### config.mk
export PLATFORM = sky130hd
export DESIGN_NAME = muldiv_iter
export DESIGN_NICKNAME = d
export VERILOG_FILES = /design/src/rtl/muldiv_pkg.sv /design/src/rtl/div_restore_step.sv /design/src/rtl/muldiv_iter.sv
export SDC_FILE = /design/constraint.sdc
export NUM_CORES = 1
export LEC_CHECK = 0
export ABC_CLOCK_PERIOD_IN_PS = 16500
export CORE_MARGIN = 3
export CORE_UTILIZATION = 64
export CTS_BUF_LIST = sky130_fd_sc_hd__clkbuf_2 sky130_fd_sc_hd__clkbuf_4 sky130_fd_sc_hd__clkbuf_8
export DETAILED_ROUTE_END_ITERATION = 6
export GPL_ROUTABILITY_DRIVEN = 0
export HOLD_SLACK_MARGIN = 0.03
export MAX_ROUTING_LAYER = met4
export PLACE_DENSITY_LB_ADDON = 0.2
export SYNTH_ARGS = -nofsm -noshare
export SYNTH_HDL_FRONTEND = slang
export SYNTH_SLANG_ARGS = --single-unit
export TNS_END_PERCENT = 10
### constraint.sdc
create_clock -name clk -period 16.5 [get_ports clk]
set_input_delay 1.65 -clock clk [delete_from_list [all_inputs] [get_ports clk]]
set_output_delay 1.65 -clock clk [all_outputs]
set_load 0.02 [all_outputs]
### src/rtl/muldiv_pkg.sv
// Shared encodings for the iterative multiply/divide unit: op codes, FSM states
// and the iteration counter width.
package muldiv_pkg;

    localparam logic [1:0] OP_MULT  = 2'b00;
    localparam logic [1:0] OP_MULTU = 2'b01;
    localparam logic [1:0] OP_DIV   = 2'b10;
    localparam logic [1:0] OP_DIVU  = 2'b11;

    typedef enum logic [1:0] {
        ST_IDLE = 2'd0,
        ST_CALC = 2'd1,
        ST_SIGN = 2'd2,
        ST_DONE = 2'd3
    } state_e;

    function automatic int cnt_width(input int width);
        return $clog2(width) + 1;
    endfunction

endpackage

### src/rtl/div_restore_step.sv
// One restoring-division iteration: shift in the next dividend bit, trial-subtract
// the divisor, keep the difference only when it does not borrow.
module div_restore_step #(
    parameter int WIDTH = 32
) (
    input  logic [WIDTH:0]   rem_i,
    input  logic             dividend_bit_i,
    input  logic [WIDTH-1:0] divisor_i,
    output logic [WIDTH:0]   rem_o,
    output logic             quot_bit_o
);

    logic [WIDTH+1:0] shifted;
    logic [WIDTH+1:0] diff;

    assign shifted    = {rem_i, dividend_bit_i};
    assign diff       = shifted - {2'b00, divisor_i};
    // No borrow out of the top bit means the divisor fits into the partial remainder.
    assign quot_bit_o = ~diff[WIDTH+1];
    assign rem_o      = quot_bit_o ? diff[WIDTH:0] : shifted[WIDTH:0];

endmodule

### src/rtl/muldiv_iter.sv
// Iterative signed/unsigned multiply and divide for the execute stage; works on
// operand magnitudes and applies result signs in a final SIGN cycle.
module muldiv_iter
    import muldiv_pkg::*;
#(
    parameter int WIDTH    = 32,
    parameter bit MUL_FAST = 1'b0
) (
    input  logic             clk,
    input  logic             rst,
    input  logic             start_i,
    input  logic [1:0]       op_i,
    input  logic [WIDTH-1:0] a_i,
    input  logic [WIDTH-1:0] b_i,
    input  logic             cancel_i,
    output logic             busy_o,
    output logic             done_o,
    output logic [WIDTH-1:0] hi_o,
    output logic [WIDTH-1:0] lo_o,
    output logic             dbz_o
);

    localparam int CNT_W = cnt_width(WIDTH);
    localparam logic [CNT_W-1:0] LAST_CNT = CNT_W'(WIDTH - 1);

    state_e            state_q, state_d;
    logic [CNT_W-1:0]  cnt_q, cnt_d;
    logic [1:0]        op_q;
    logic [WIDTH:0]    rem_q;       // multiply: upper product half; divide: partial remainder
    logic [WIDTH-1:0]  acc_lo_q;    // multiply: multiplier/low product; divide: dividend/quotient
    logic [WIDTH-1:0]  mag_b_q;
    logic              neg_hi_q, neg_lo_q;
    logic [WIDTH-1:0]  hi_q, lo_q;
    logic              dbz_q;

    logic              accept;
    logic              sign_a, sign_b, start_dbz;
    logic [WIDTH-1:0]  abs_a, abs_b;

    assign accept    = ((state_q == ST_IDLE) || (state_q == ST_DONE)) && start_i && !cancel_i;
    assign sign_a    = ~op_i[0] & a_i[WIDTH-1];
    assign sign_b    = ~op_i[0] & b_i[WIDTH-1];
    assign abs_a     = sign_a ? -a_i : a_i;
    assign abs_b     = sign_b ? -b_i : b_i;
    assign start_dbz = op_i[1] && (b_i == '0);

    always_comb begin
        state_d = state_q;
        cnt_d   = cnt_q;
        case (state_q)
            ST_IDLE, ST_DONE: begin
                state_d = ST_IDLE;
                if (accept) begin
                    cnt_d = '0;
                    if (start_dbz)
                        state_d = ST_DONE;
                    else if (!op_i[1] && MUL_FAST)
                        state_d = ST_SIGN;
                    else
                        state_d = ST_CALC;
                end
            end
            ST_CALC: begin
                cnt_d = cnt_q + 1'b1;
                if (cnt_q == LAST_CNT)
                    state_d = ST_SIGN;
            end
            ST_SIGN: state_d = ST_DONE;
            default: state_d = ST_IDLE;
        endcase
        if (cancel_i)
            state_d = ST_IDLE;
    end

    always_ff @(posedge clk or posedge rst) begin
        if (rst) begin
            state_q <= ST_IDLE;
            cnt_q   <= '0;
        end else begin
            state_q <= state_d;
            cnt_q   <= cnt_d;
        end
    end

    // Shift-add multiply step: add the multiplicand when the current multiplier bit is set.
    logic [WIDTH:0]   mul_sum;
    logic [WIDTH:0]   div_rem;
    logic             div_qbit;
    logic [WIDTH:0]   rem_d;
    logic [WIDTH-1:0] acc_lo_d;

    assign mul_sum = {1'b0, rem_q[WIDTH-1:0]} + (acc_lo_q[0] ? {1'b0, mag_b_q} : '0);

    div_restore_step #(.WIDTH(WIDTH)) u_div_step (
        .rem_i          (rem_q),
        .dividend_bit_i (acc_lo_q[WIDTH-1]),
        .divisor_i      (mag_b_q),
        .rem_o          (div_rem),
        .quot_bit_o     (div_qbit)
    );

    always_comb begin
        rem_d    = {1'b0, mul_sum[WIDTH:1]};
        acc_lo_d = {mul_sum[0], acc_lo_q[WIDTH-1:1]};
        if (op_q[1]) begin
            rem_d    = div_rem;
            acc_lo_d = {acc_lo_q[WIDTH-2:0], div_qbit};
        end
    end

    logic [2*WIDTH-1:0] prod_mag;
    logic [2*WIDTH-1:0] prod_signed;
    logic [WIDTH-1:0]   rem_signed, quot_signed;
    logic [WIDTH-1:0]   res_hi, res_lo;

    if (MUL_FAST) begin : g_fast_mul
        assign prod_mag = {{WIDTH{1'b0}}, acc_lo_q} * {{WIDTH{1'b0}}, mag_b_q};
    end else begin : g_iter_mul
        assign prod_mag = {rem_q[WIDTH-1:0], acc_lo_q};
    end

    assign prod_signed = neg_lo_q ? -prod_mag : prod_mag;
    assign rem_signed  = neg_hi_q ? -rem_q[WIDTH-1:0] : rem_q[WIDTH-1:0];
    assign quot_signed = neg_lo_q ? -acc_lo_q : acc_lo_q;
    assign res_hi      = op_q[1] ? rem_signed  : prod_signed[2*WIDTH-1:WIDTH];
    assign res_lo      = op_q[1] ? quot_signed : prod_signed[WIDTH-1:0];

    always_ff @(posedge clk or posedge rst) begin
        if (rst) begin
            op_q     <= OP_MULT;
            rem_q    <= '0;
            acc_lo_q <= '0;
            mag_b_q  <= '0;
            neg_hi_q <= 1'b0;
            neg_lo_q <= 1'b0;
            hi_q     <= '0;
            lo_q     <= '0;
            dbz_q    <= 1'b0;
        end else if (!cancel_i) begin
            if (accept) begin
                op_q     <= op_i;
                rem_q    <= '0;
                acc_lo_q <= abs_a;
                mag_b_q  <= abs_b;
                neg_lo_q <= sign_a ^ sign_b;
                neg_hi_q <= op_i[1] ? sign_a : (sign_a ^ sign_b);
                if (start_dbz) begin
                    hi_q  <= a_i;
                    lo_q  <= '1;
                    dbz_q <= 1'b1;
                end
            end else if (state_q == ST_CALC) begin
                rem_q    <= rem_d;
                acc_lo_q <= acc_lo_d;
            end else if (state_q == ST_SIGN) begin
                hi_q  <= res_hi;
                lo_q  <= res_lo;
                dbz_q <= 1'b0;
            end
        end
    end

    assign busy_o = (state_q == ST_CALC) || (state_q == ST_SIGN) || accept;
    assign done_o = (state_q == ST_DONE);
    assign hi_o   = hi_q;
    assign lo_o   = lo_q;
    assign dbz_o  = dbz_q;

endmodule
==> results of run 1 <==
[tightest hold or removal path, cell delays in order, from the launching register on]
cell and delay (ps):
dfrtp_1 360, nand2_1 50, o21ai_0 60
[path summary, 6_finish.rpt]
check	end	depth (start not counted)	slack, ps
max	busy_o	4	10980
min	mag_b_q[6]	2	490
max reg2reg	hi_o[20]	9	12220
min reg2reg	mag_b_q[6]	2	490
max in group asynchronous	op_q[1]	3	13230
min in group asynchronous	dbz_o	2	1650
[stage by stage]
stage | area [µm²] | worst slack [ps] | instances | hold slack [ps]
global placement | 15400 | 11010 | 2062 | 462
finish | 15800 | 10980 | 2094 | 488
floorplan | 14000 | 10160 | 1736 | 450
CTS | 15800 | 10960 | 2094 | 493
detailed placement | 15400 | 10960 | 2062 | 471
global route | 15800 | 10780 | 2094 | 512
[cell type report]
type	instances	area [µm²]	area share [%]
Multi-Input combinational cell	1397	9050	57.1
Sequential cell	173	4330	27.3
Timing Repair Buffer	150	1470	9.25
Tap cell	275	344	2.17
Inverter	67	256	1.62
Clock buffer	17	234	1.48
Clock inverter	15	163	1.03
[flip-flops by register name (all words and copies together) (netlist names)]
signal	flops
acc_lo_q	32
cnt_q	6
dbz_o	1
hi_o	32
lo_o	32
mag_b_q	32
neg_hi_q	1
neg_lo_q	1
op_q	1
rem_q	33
state_q	2
[power breakdown]
part	leakage [nW]	switching, mW	internal, mW	total, mW
sequential	2.14	0.216	0.607	0.823
combinational	4.37	1.13	0.810	1.94
clock	0.206	0.189	0.116	0.304
[cell usage after synthesis, drive strengths merged, types with 21 or more instances]
cell type  instances  area share (%)
o21ai            182             6.5
nor2             181             4.9
dfrtp            173              31
nand2            166             4.4
a21oi            141             5.1
xor2              91             5.7
xnor2             87             5.5
clkbuf            75             2.0
ha                72             6.4
inv               67             1.8
mux2i             59             4.2
nor3              39             1.4
o211ai            29             1.6
a211oi            25             1.3
buf               24            0.89
nand3             23            0.82
a22oi             22             1.2
o31ai             22             1.3
a21o              21             1.1
[cell families (layout without fill, tap and decap cells)]
group	count (synthesis)	after routing
simple gates	541	541
buf+inv	166	249
compound gates	542	542
mux	62	62
fa+ha+maj	74	74
flops	173	173
xor+xnor	178	178
[routing by layer]
metal  GRT usage (%)  share of wire (%)  wire, µm  vias to the layer above
li1                -                  -         -                     6364
met1            42.2                 41     16000                     6254
met2            52.1                 46     17900                      651
met3            4.84                7.6      2940                      135
met4            14.4                4.7      1830                        0
met5               -                  0         0                        -
==> qor.txt, run 1 <==
# hold bufs at CTS - 0
Power per Cell Area - 194 nW/µm²
Outcome - finished, final reports clean
H-tree levels - 4
Synth-to-layout area growth - 13.1%
Ratio of final minimum period to clock period - 33.4%
Leak pwr - 6.72 nW
Synth Area in Adders - 6.71%
Initial core utilization - 65.8%
GRT Residual Overflow - 0
CP arrival - 3870 ps
Async S/R FF share, synth - 100%
Slowest stage delay, CP - 740 ps
Core area - 21,300 µm²
Io pins - 137
Unrepaired setup endpoints after global routing - no
FF+latch count, synth - 173
Largest net degree at the start of global routing - 90
DR pass1 iterations - 6
Syn_nets - 1,880
Post-detail-place hpwl - 28,800 µm
Clk slew on worst S/H paths - 110 ps
CP required - 14,850 ps
Worst Hold Class - flop to flop
Max Root-Sink Buffers - 2
Floorplan die height - 154 µm
Clock sinks - 173
Post-Syn Area per Cell - 8.07 µm²
CTS root buf - clkbuf_8
Die area - 23,700 µm²
Post-synthesis mux area share - 4.46%
Post-synthesis simple-gate area fraction - 18.2%
First-pass GRT wire length - 62,700 µm
CP Capture Type - output port
GR Util All Layers - 32.9%
CP Max Fanout - 74
Post-synth EDFFs - 0
Critical path class - input port to output port
Row count - 53
IO Port Bufs - 136
Post-CTS Resized - 0
Ys Warns - 0
Post-CTS Setup Bufs - 0
Crit-path cells - clkdlybuf4s50_1 > or2_4 > nand2_1 > clkdlybuf4s50_1
Post-synthesis sequential area ratio - 30.9%
Critical R2R Launch - acc_lo_q[0]
Final ANT Viol Nets - 0
Final Hold Viols - 0
Final nets - 1,950
Initial antenna violation count - 0
Combinational family with the most area after synthesis - compound AO/OA/AOI/OAI gates
Ys flop type - dfrtp_1
Worst rel slew slack - 18.8%
Worst Skew - 18.1 ps
Most frequent cells in the layout - 181 x o21ai_0, 177 x nor2_1, 172 x dfrtp_1, 166 x nand2_1, 139 x a21oi_1
Slowest library cell on the worst path - clkdlybuf4s50_1
Fillers - 1,614
CP startpoint - cancel_i
Synthesized area - 14,000 µm²
CTS Buf Count - 17
DRC Markers - 0
Max Cap Viol - 0
Finish-stage setup viols - 0
CP dominant cell by count - clkdlybuf4s50_1
CTS tree - done
Synth unique cells - 79
Sum of buffers and inverters on the critical path - 2
Vias in the first global route - 12.6k
Count of pins over their slew limit - 0
Syn Inst Count - 1,736
Total power - 3.07 mW
Crit path launch type - input port
CP delay by family, top - buffers and inverters
Via count - 13.4k
Compound-Gate Fraction of Synth Area - 23.9%
Max Fclk - 181 MHz
Final min period - 5520 ps
WL per Instance - 18.4 µm
Commonest non-fill, non-tap cell in the layout - o21ai_0
Peak VDD IR - 0.0000934 V
Xor/xnor cell area share of the yosys netlist - 11.2%
Share of cells above drive strength 1 - 4.51%
Initial DRC Count - 1,216
Slew @ Worst Pin - 1200 ps
Worst skew pair latency - 480 ps
Average via count per standard cell - 6.40
Die Wd - 154 µm
Final wirelength - 38,600 µm
Total negative slack - 0 ps
Hold_sp - mag_b_q[6]
Ant diodes - 0
Layout Utilization - 74.4%
(Power assumes the default switching activity.)
==> run 2, diff against run 1 <==
--- a/config.mk
+++ b/config.mk
@@ -5,9 +5,9 @@
 export SDC_FILE = /design/constraint.sdc
 export NUM_CORES = 1
 export LEC_CHECK = 0
-export ABC_CLOCK_PERIOD_IN_PS = 16500
+export ABC_CLOCK_PERIOD_IN_PS = 5500
 export CORE_MARGIN = 3
-export CORE_UTILIZATION = 64
+export CORE_UTILIZATION = 60
 export CTS_BUF_LIST = sky130_fd_sc_hd__clkbuf_2 sky130_fd_sc_hd__clkbuf_4 sky130_fd_sc_hd__clkbuf_8
 export DETAILED_ROUTE_END_ITERATION = 6
 export GPL_ROUTABILITY_DRIVEN = 0
==> constraint.sdc (replaced) <==
create_clock -name clk -period 5.5 [get_ports clk]
set_input_delay 0.55 -clock clk [delete_from_list [all_inputs] [get_ports clk]]
set_output_delay 0.55 -clock clk [all_outputs]
set_load 0.02 [all_outputs]
==> run 2 against run 1 <==
Net effect: final area increased by 0.45%; sequential cell count unchanged; via count decreased by 1.6%; non-clock buffer count increased by 3; sequential share of layout area decreased by 0.12 points; clock skew increased by 7.4 ps; total power increased to 3.0 times the previous value; utilization decreased by 4.6 points; critical path depth increased by 7; worst hold slack got worse by 0.53 ps; sequential power increased to 3.0 times the previous value; combinational power increased to 3.0 times the previous value.
==> qor.txt, run 2 (synthesis gave the netlist of run 1 again) <==
Unrepaired setup endpoints after global routing - no
Power per Cell Area - 579 nW/µm² (+200%)
Met1 usage - 40.4% (-1.7 points)
Worst rel slew slack - 22.8% (+3.9 points)
Placed insts - 2,103 (+2.0%)
Finished Layout Cells - 2,135 (+2.0%)
Final nets - 1,953 (+0.15%)
Post-detail-place hpwl - 30,000 µm (+4.1%)
FF-to-FF setup slack - 1380 ps (-10,840 ps)
Area post-placement - 15,500 µm² (+0.53%)
Final wirelength - 39,000 µm (+1.0%)
Finish-stage setup viols - 0 (unchanged)
Max reg flops - 33 (unchanged)
Count of pins over their slew limit - 0 (unchanged)
Met2 usage - 51.1% (-1.1 points)
Fillers - 1,913 (+19%)
Reg with most FFs - rem_q
Synth-to-layout area growth - 13.6%
Critical path class - flop to flop
Sequential standard cell area - 4330 µm² (unchanged)
CTS root buf - clkbuf_8
Peak VDD IR - 0.000217 V (+130%)
Vias in the first global route - 12.4k (-1.8%)
Hold Slack - 488 ps (-0.531 ps)
Post-CTS Resized - 0 (unchanged)
Worst Hold Class - flop to flop
WL per Instance - 18.3 µm (-0.93%)
Final min period - 4120 ps
Average via count per standard cell - 6.18 (-3.5%)
Area taken by multi-input logic gates - 9050 µm² (unchanged)
CP Max Fanout - 22 (-70%)
GR Util All Layers - 31.3% (-1.6 points)
Ant diodes - 0 (unchanged)
Share of cells above drive strength 1 - 4.67% (+0.16 points)
CTS tree - done
Post-CTS Setup Bufs - 0 (unchanged)
Clk slew on worst S/H paths - 110 ps (about the same)
Row count - 55 (+3.8%)
Most frequent cells in the layout - 181 x o21ai_0, 177 x nor2_1, 172 x dfrtp_1, 166 x nand2_1, 139 x a21oi_1
CP Capture Type - flop
Fin area - 15,900 µm² (+0.45%)
Io pins - 137 (unchanged)
GRT met3 Usage - 4.10% (-0.74 points)
Worst Skew - 25.4 ps (+7.39 ps)
Die Wd - 159 µm (+3.2%)
Outcome - finished, final reports clean
CP required - 5860 ps (-8990 ps)
Max Cap Viol - 0 (unchanged)
Initial DRC Count - 1,129 (-7.2%)
# hold bufs at CTS - 0 (unchanged)
CP arrival - 4490 ps (+620 ps)
Largest net degree at the start of global routing - 90 (unchanged)
Total negative slack - 0 ps (unchanged)
Final ANT Viol Nets - 0 (unchanged)
Clock sinks - 173 (unchanged)
Max Fclk - 243 MHz
Max Root-Sink Buffers - 2 (unchanged)
IO Port Bufs - 136 (unchanged)
Die area - 25,200 µm² (+6.4%)
First-pass GRT wire length - 63,700 µm (+1.5%)
H-tree levels - 4 (unchanged)
DR pass1 iterations - 5 (-1)
Leak pwr - 6.73 nW (about the same)
Crit path launch type - flop
DRC Markers - 0 (unchanged)
CTS Buf Count - 17 (unchanged)
Grt peak-use layer - met2
Initial core utilization - 61.5% (-4.3 points)
Slew @ Worst Pin - 1160 ps (-48.6 ps)
Initial antenna violation count - 0 (unchanged)
Commonest non-fill, non-tap cell in the layout - o21ai_0
Ratio of final minimum period to clock period - 75.0%
GRT Residual Overflow - 0 (unchanged)
Core area - 22,800 µm² (+7.0%)
Floorplan die height - 159 µm (+3.2%)
Via count - 13.2k (-1.6%)
Worst skew pair latency - 500 ps (+20 ps)
Final Hold Viols - 0 (unchanged)
## run 2: cell types whose count changed in the layout (fill, tap and decap cells not counted)
| cell | previous run | this run |
|---|---|---|
| clkinv_4 | 2 | 4 |
| clkinv_2 | 1 | 0 |
| inv_8 | 8 | 6 |
| buf_12 | 0 | 1 |
| clkinvlp_4 | 0 | 1 |
| buf_4 | 14 | 16 |
| clkbuf_4 | 0 | 1 |
| clkinv_8 | 2 | 1 |
## run 2: critical path, stage by stage (launching register included)
cell and delay [ps]:
dfrtp_1 500, ha_1 320, nor2b_1 200, o2111ai_1 210
a2111oi_2 650, nor3_2 130, nor2_2 250, a2111oi_4 150
xnor2_4 620, buf_4 430, mux2_2 380, a2bb2oi_1 140
## run 2: area by class of cell
cell class                 count  area share, %
sequential                   173           27.2
clock inverter                14          0.904
clock buffer                  18           1.52
multi-input combinational   1397           56.9
timing repair buffer         153           9.43
inverter                      67           1.61
tap                          313           2.46
## run 2: routing by layer
| layer | part of all wire, % | routed length (µm) |
|---|---|---|
| met3 | 6.9 | 2670 |
| met4 | 3.3 | 1290 |
| met1 | 43 | 16700 |
| met2 | 47 | 18400 |
| met5 | 0 | 0 |
## run 2: path summary, 6_finish.rpt
check / from / end / depth (start not counted)
max: rem_q[0] / rem_q[26] / 11
min: mag_b_q[23] / mag_b_q[23] / 2
max reg2reg: rem_q[0] / rem_q[26] / 11
min reg2reg: mag_b_q[23] / mag_b_q[23] / 2
max in group asynchronous: rst / mag_b_q[23] / 3
min in group asynchronous: rst / acc_lo_q[4] / 2
## run 2: report_power, final
group | leakage [nW] | internal (mW) | switching, mW
Combinational | 4.39 | 2.44 | 3.37
Sequential | 2.14 | 1.82 | 0.682
Clock | 0.196 | 0.344 | 0.553
Total | 6.73 | 4.61 | 4.60
## run 2: through the flow
step | worst slack [ps] | util, % | total power, mW
after global routing | 1180 | 69.9 | 9.92
final | 1380 | 69.9 | 9.21
after detailed placement | 1380 | 68.2 | 8.22
after CTS | 1410 | 69.9 | 9.12
after global placement | 1550 | 68.2 | 8.06
after floorplan | 262 | - | 6.50
==> run 3, diff against run 2 <==
--- a/config.mk
+++ b/config.mk
@@ -5,9 +5,9 @@
 export SDC_FILE = /design/constraint.sdc
 export NUM_CORES = 1
 export LEC_CHECK = 0
-export ABC_CLOCK_PERIOD_IN_PS = 5500
+export ABC_CLOCK_PERIOD_IN_PS = 3610
 export CORE_MARGIN = 3
-export CORE_UTILIZATION = 60
+export CORE_UTILIZATION = 54
 export CTS_BUF_LIST = sky130_fd_sc_hd__clkbuf_2 sky130_fd_sc_hd__clkbuf_4 sky130_fd_sc_hd__clkbuf_8
 export DETAILED_ROUTE_END_ITERATION = 6
 export GPL_ROUTABILITY_DRIVEN = 0
==> constraint.sdc (replaced) <==
create_clock -name clk -period 3.61 [get_ports clk]
set_input_delay 0.361 -clock clk [delete_from_list [all_inputs] [get_ports clk]]
set_output_delay 0.361 -clock clk [all_outputs]
set_load 0.02 [all_outputs]
==> run 3 against run 2 <==
Net effect: critical path depth stayed put; clock power is 65% higher; worst setup slack worse by 1300 ps; die area is 11% higher; register-to-register slack worse by 1300 ps; routed wire length is 7.7% higher.
==> qor.txt, run 3 (synthesis gave the netlist of run 1 again) <==
Worst Hold Class - input port to async pin
Reg with most FFs - rem_q
Grt peak-use layer - met2
Synth-to-layout area growth - 18.9%
Initial antenna violation count - 0 (unchanged)
Max reg flops - 33 (unchanged)
GR Util All Layers - 30.3% (-1.0 points)
Dpl ws - 224 ps (-1150 ps)
Die Wd - 167 µm (+5.2%)
Final Hold Viols - 0 (unchanged)
Crit-path cells - ha_1 > a21o_1 > a21oi_1 > nor2b_1 > o41ai_1 > o22ai_1 > a2111oi_4 > xnor2_4 > buf_4 > or4b_1 > nand3_1
Post-CTS Resized - 0 (unchanged)
Final min period - 3520 ps (-602 ps)
Power per Cell Area - 878 nW/µm² (+52%)
Post-detail-place hpwl - 32,400 µm (+8.2%)
Met1 usage - 40.7% (+0.25 points)
DRC Markers - 0 (unchanged)
DR pass1 iterations - 5 (unchanged)
Unrepaired setup endpoints after global routing - yes
H-tree levels - 4 (unchanged)
Row count - 58 (+5.5%)
GRT Residual Overflow - 0 (unchanged)
CTS tree - done
Clk slew on worst S/H paths - 110 ps (about the same)
Floorplan die height - 167 µm (+5.2%)
Leak pwr - 7.17 nW (+6.6%)
Critical R2R Launch - rem_q[25]
Placed insts - 2,199 (+4.6%)
Average via count per standard cell - 6.18 (+0.12%)
CP Capture Type - flop
Fin area - 16,700 µm² (+4.7%)
Area post-placement - 16,200 µm² (+4.3%)
CTS Buf Count - 17 (unchanged)
Initial DRC Count - 1,286 (+14%)
Slowest library cell on the worst path - a2111oi_4
Largest net degree at the start of global routing - 65 (-28%)
Critical path class - flop to flop
Slowest stage delay, CP - 500 ps (-150 ps)
Final nets - 2,035 (+4.2%)
Crit path launch type - flop
CP Max Fanout - 11 (-50%)
Clock sinks - 173 (unchanged)
CP arrival - 3930 ps (-560 ps)
Commonest non-fill, non-tap cell in the layout - o21ai_0
Ant diodes - 0 (unchanged)
CTS root buf - clkbuf_8
Slew @ Worst Pin - 923 ps (-233 ps)
Final ANT Viol Nets - 0 (unchanged)
Finished Layout Cells - 2,234 (+4.6%)
Vias in the first global route - 12.8k (+3.3%)
GRT met3 Usage - 3.71% (-0.39 points)
Die area - 27,900 µm² (+11%)
Share of cells above drive strength 1 - 8.77% (+4.1 points)
First-pass GRT wire length - 67,500 µm (+6.1%)
Worst rel slew slack - 38.3% (+16 points)
Finish-stage setup viols - 0 (unchanged)
Final wirelength - 42,000 µm (+7.7%)
Post-CTS Setup Bufs - 0 (unchanged)
# hold bufs at CTS - 0 (unchanged)
Core area - 25,300 µm² (+11%)
Worst skew pair latency - 470 ps (-30 ps)
Ratio of final minimum period to clock period - 97.5% (+23 points)
Count of pins over their slew limit - 0 (unchanged)
Max Cap Viol - 0 (unchanged)
Fillers - 2,156 (+13%)
Peak VDD IR - 0.000413 V (+91%)
Worst setup margin - 89.3 ps (-1290 ps)
Max Fclk - 284 MHz (+17%)
Max Root-Sink Buffers - 2 (unchanged)
CP required - 4020 ps (-1840 ps)
IO Port Bufs - 136 (unchanged)
Io pins - 137 (unchanged)
Outcome - finished, final reports clean
CP startpoint - rem_q[25]
Most frequent cells in the layout - 181 x o21ai_0, 177 x nor2_1, 172 x dfrtp_1, 166 x nand2_1, 139 x a21oi_1
Initial core utilization - 55.3% (-6.2 points)
Via count - 13.8k (+4.8%)
Worst Skew - 14.9 ps (-10.6 ps)
Met2 usage - 49.1% (-2.0 points)
Total power - 14.6 mW (+59%)
Layout Utilization - 65.8% (-4.1 points)
WL per Instance - 18.8 µm (+2.9%)
FF-to-FF path depth - 11 (unchanged)
-- run 3: metrics by stage --
stage / hold slack (ps) / setup TNS, ps
after global placement: 462 / 0
after CTS: 300 / 0
after global routing: 311 / -28.8
after detailed placement: 471 / 0
after floorplan: 450 / 0
final: 289 / 0
-- run 3: cell type report --
cell class / instances / area (µm²) / area share [%]
Clock buffer: 17 / 234 / 1.40
Timing Repair Buffer: 235 / 2180 / 13.1
Multi-Input combinational cell: 1397 / 9050 / 54.3
Clock inverter: 15 / 196 / 1.18
Tap cell: 330 / 413 / 2.48
Sequential cell: 173 / 4330 / 26.0
Inverter: 67 / 255 / 1.53
-- run 3: power breakdown --
| part | total, mW | switching [mW] | internal (mW) |
|---|---|---|---|
| clock | 1.48 | 0.880 | 0.596 |
| combinational | 9.49 | 5.44 | 4.05 |
| sequential | 3.66 | 0.886 | 2.77 |
| total | 14.6 | 7.20 | 7.42 |
-- run 3: worst paths after layout --
check / end / slack (ps)
min reg2reg: mag_b_q[21] / 490
min: cnt_q[5] / 290
min in group clk: mag_b_q[21] / 490
max: rem_q[32] / 90
max in group asynchronous: mag_b_q[21] / 2530
max reg2reg: rem_q[32] / 90
-- run 3: worst max-delay path: cells and delay by family, from the launching register on --
family / cells / cell delay [ps]
DFF: 1 / 450
AOI/OAI and AO/OA: 5 / 1550
xor gates and xnor gates: 1 / 270
and+or+nand+nor: 3 / 600
buffers and inverters: 1 / 200
adders and majority gates: 1 / 400
-- run 3: routing by layer --
layer / routed length (µm) / vias up
li1: - / 6537
met1: 17500 / 6542
met2: 20000 / 656
met3: 3510 / 79
met4: 1030 / 0
met5: 0 / -
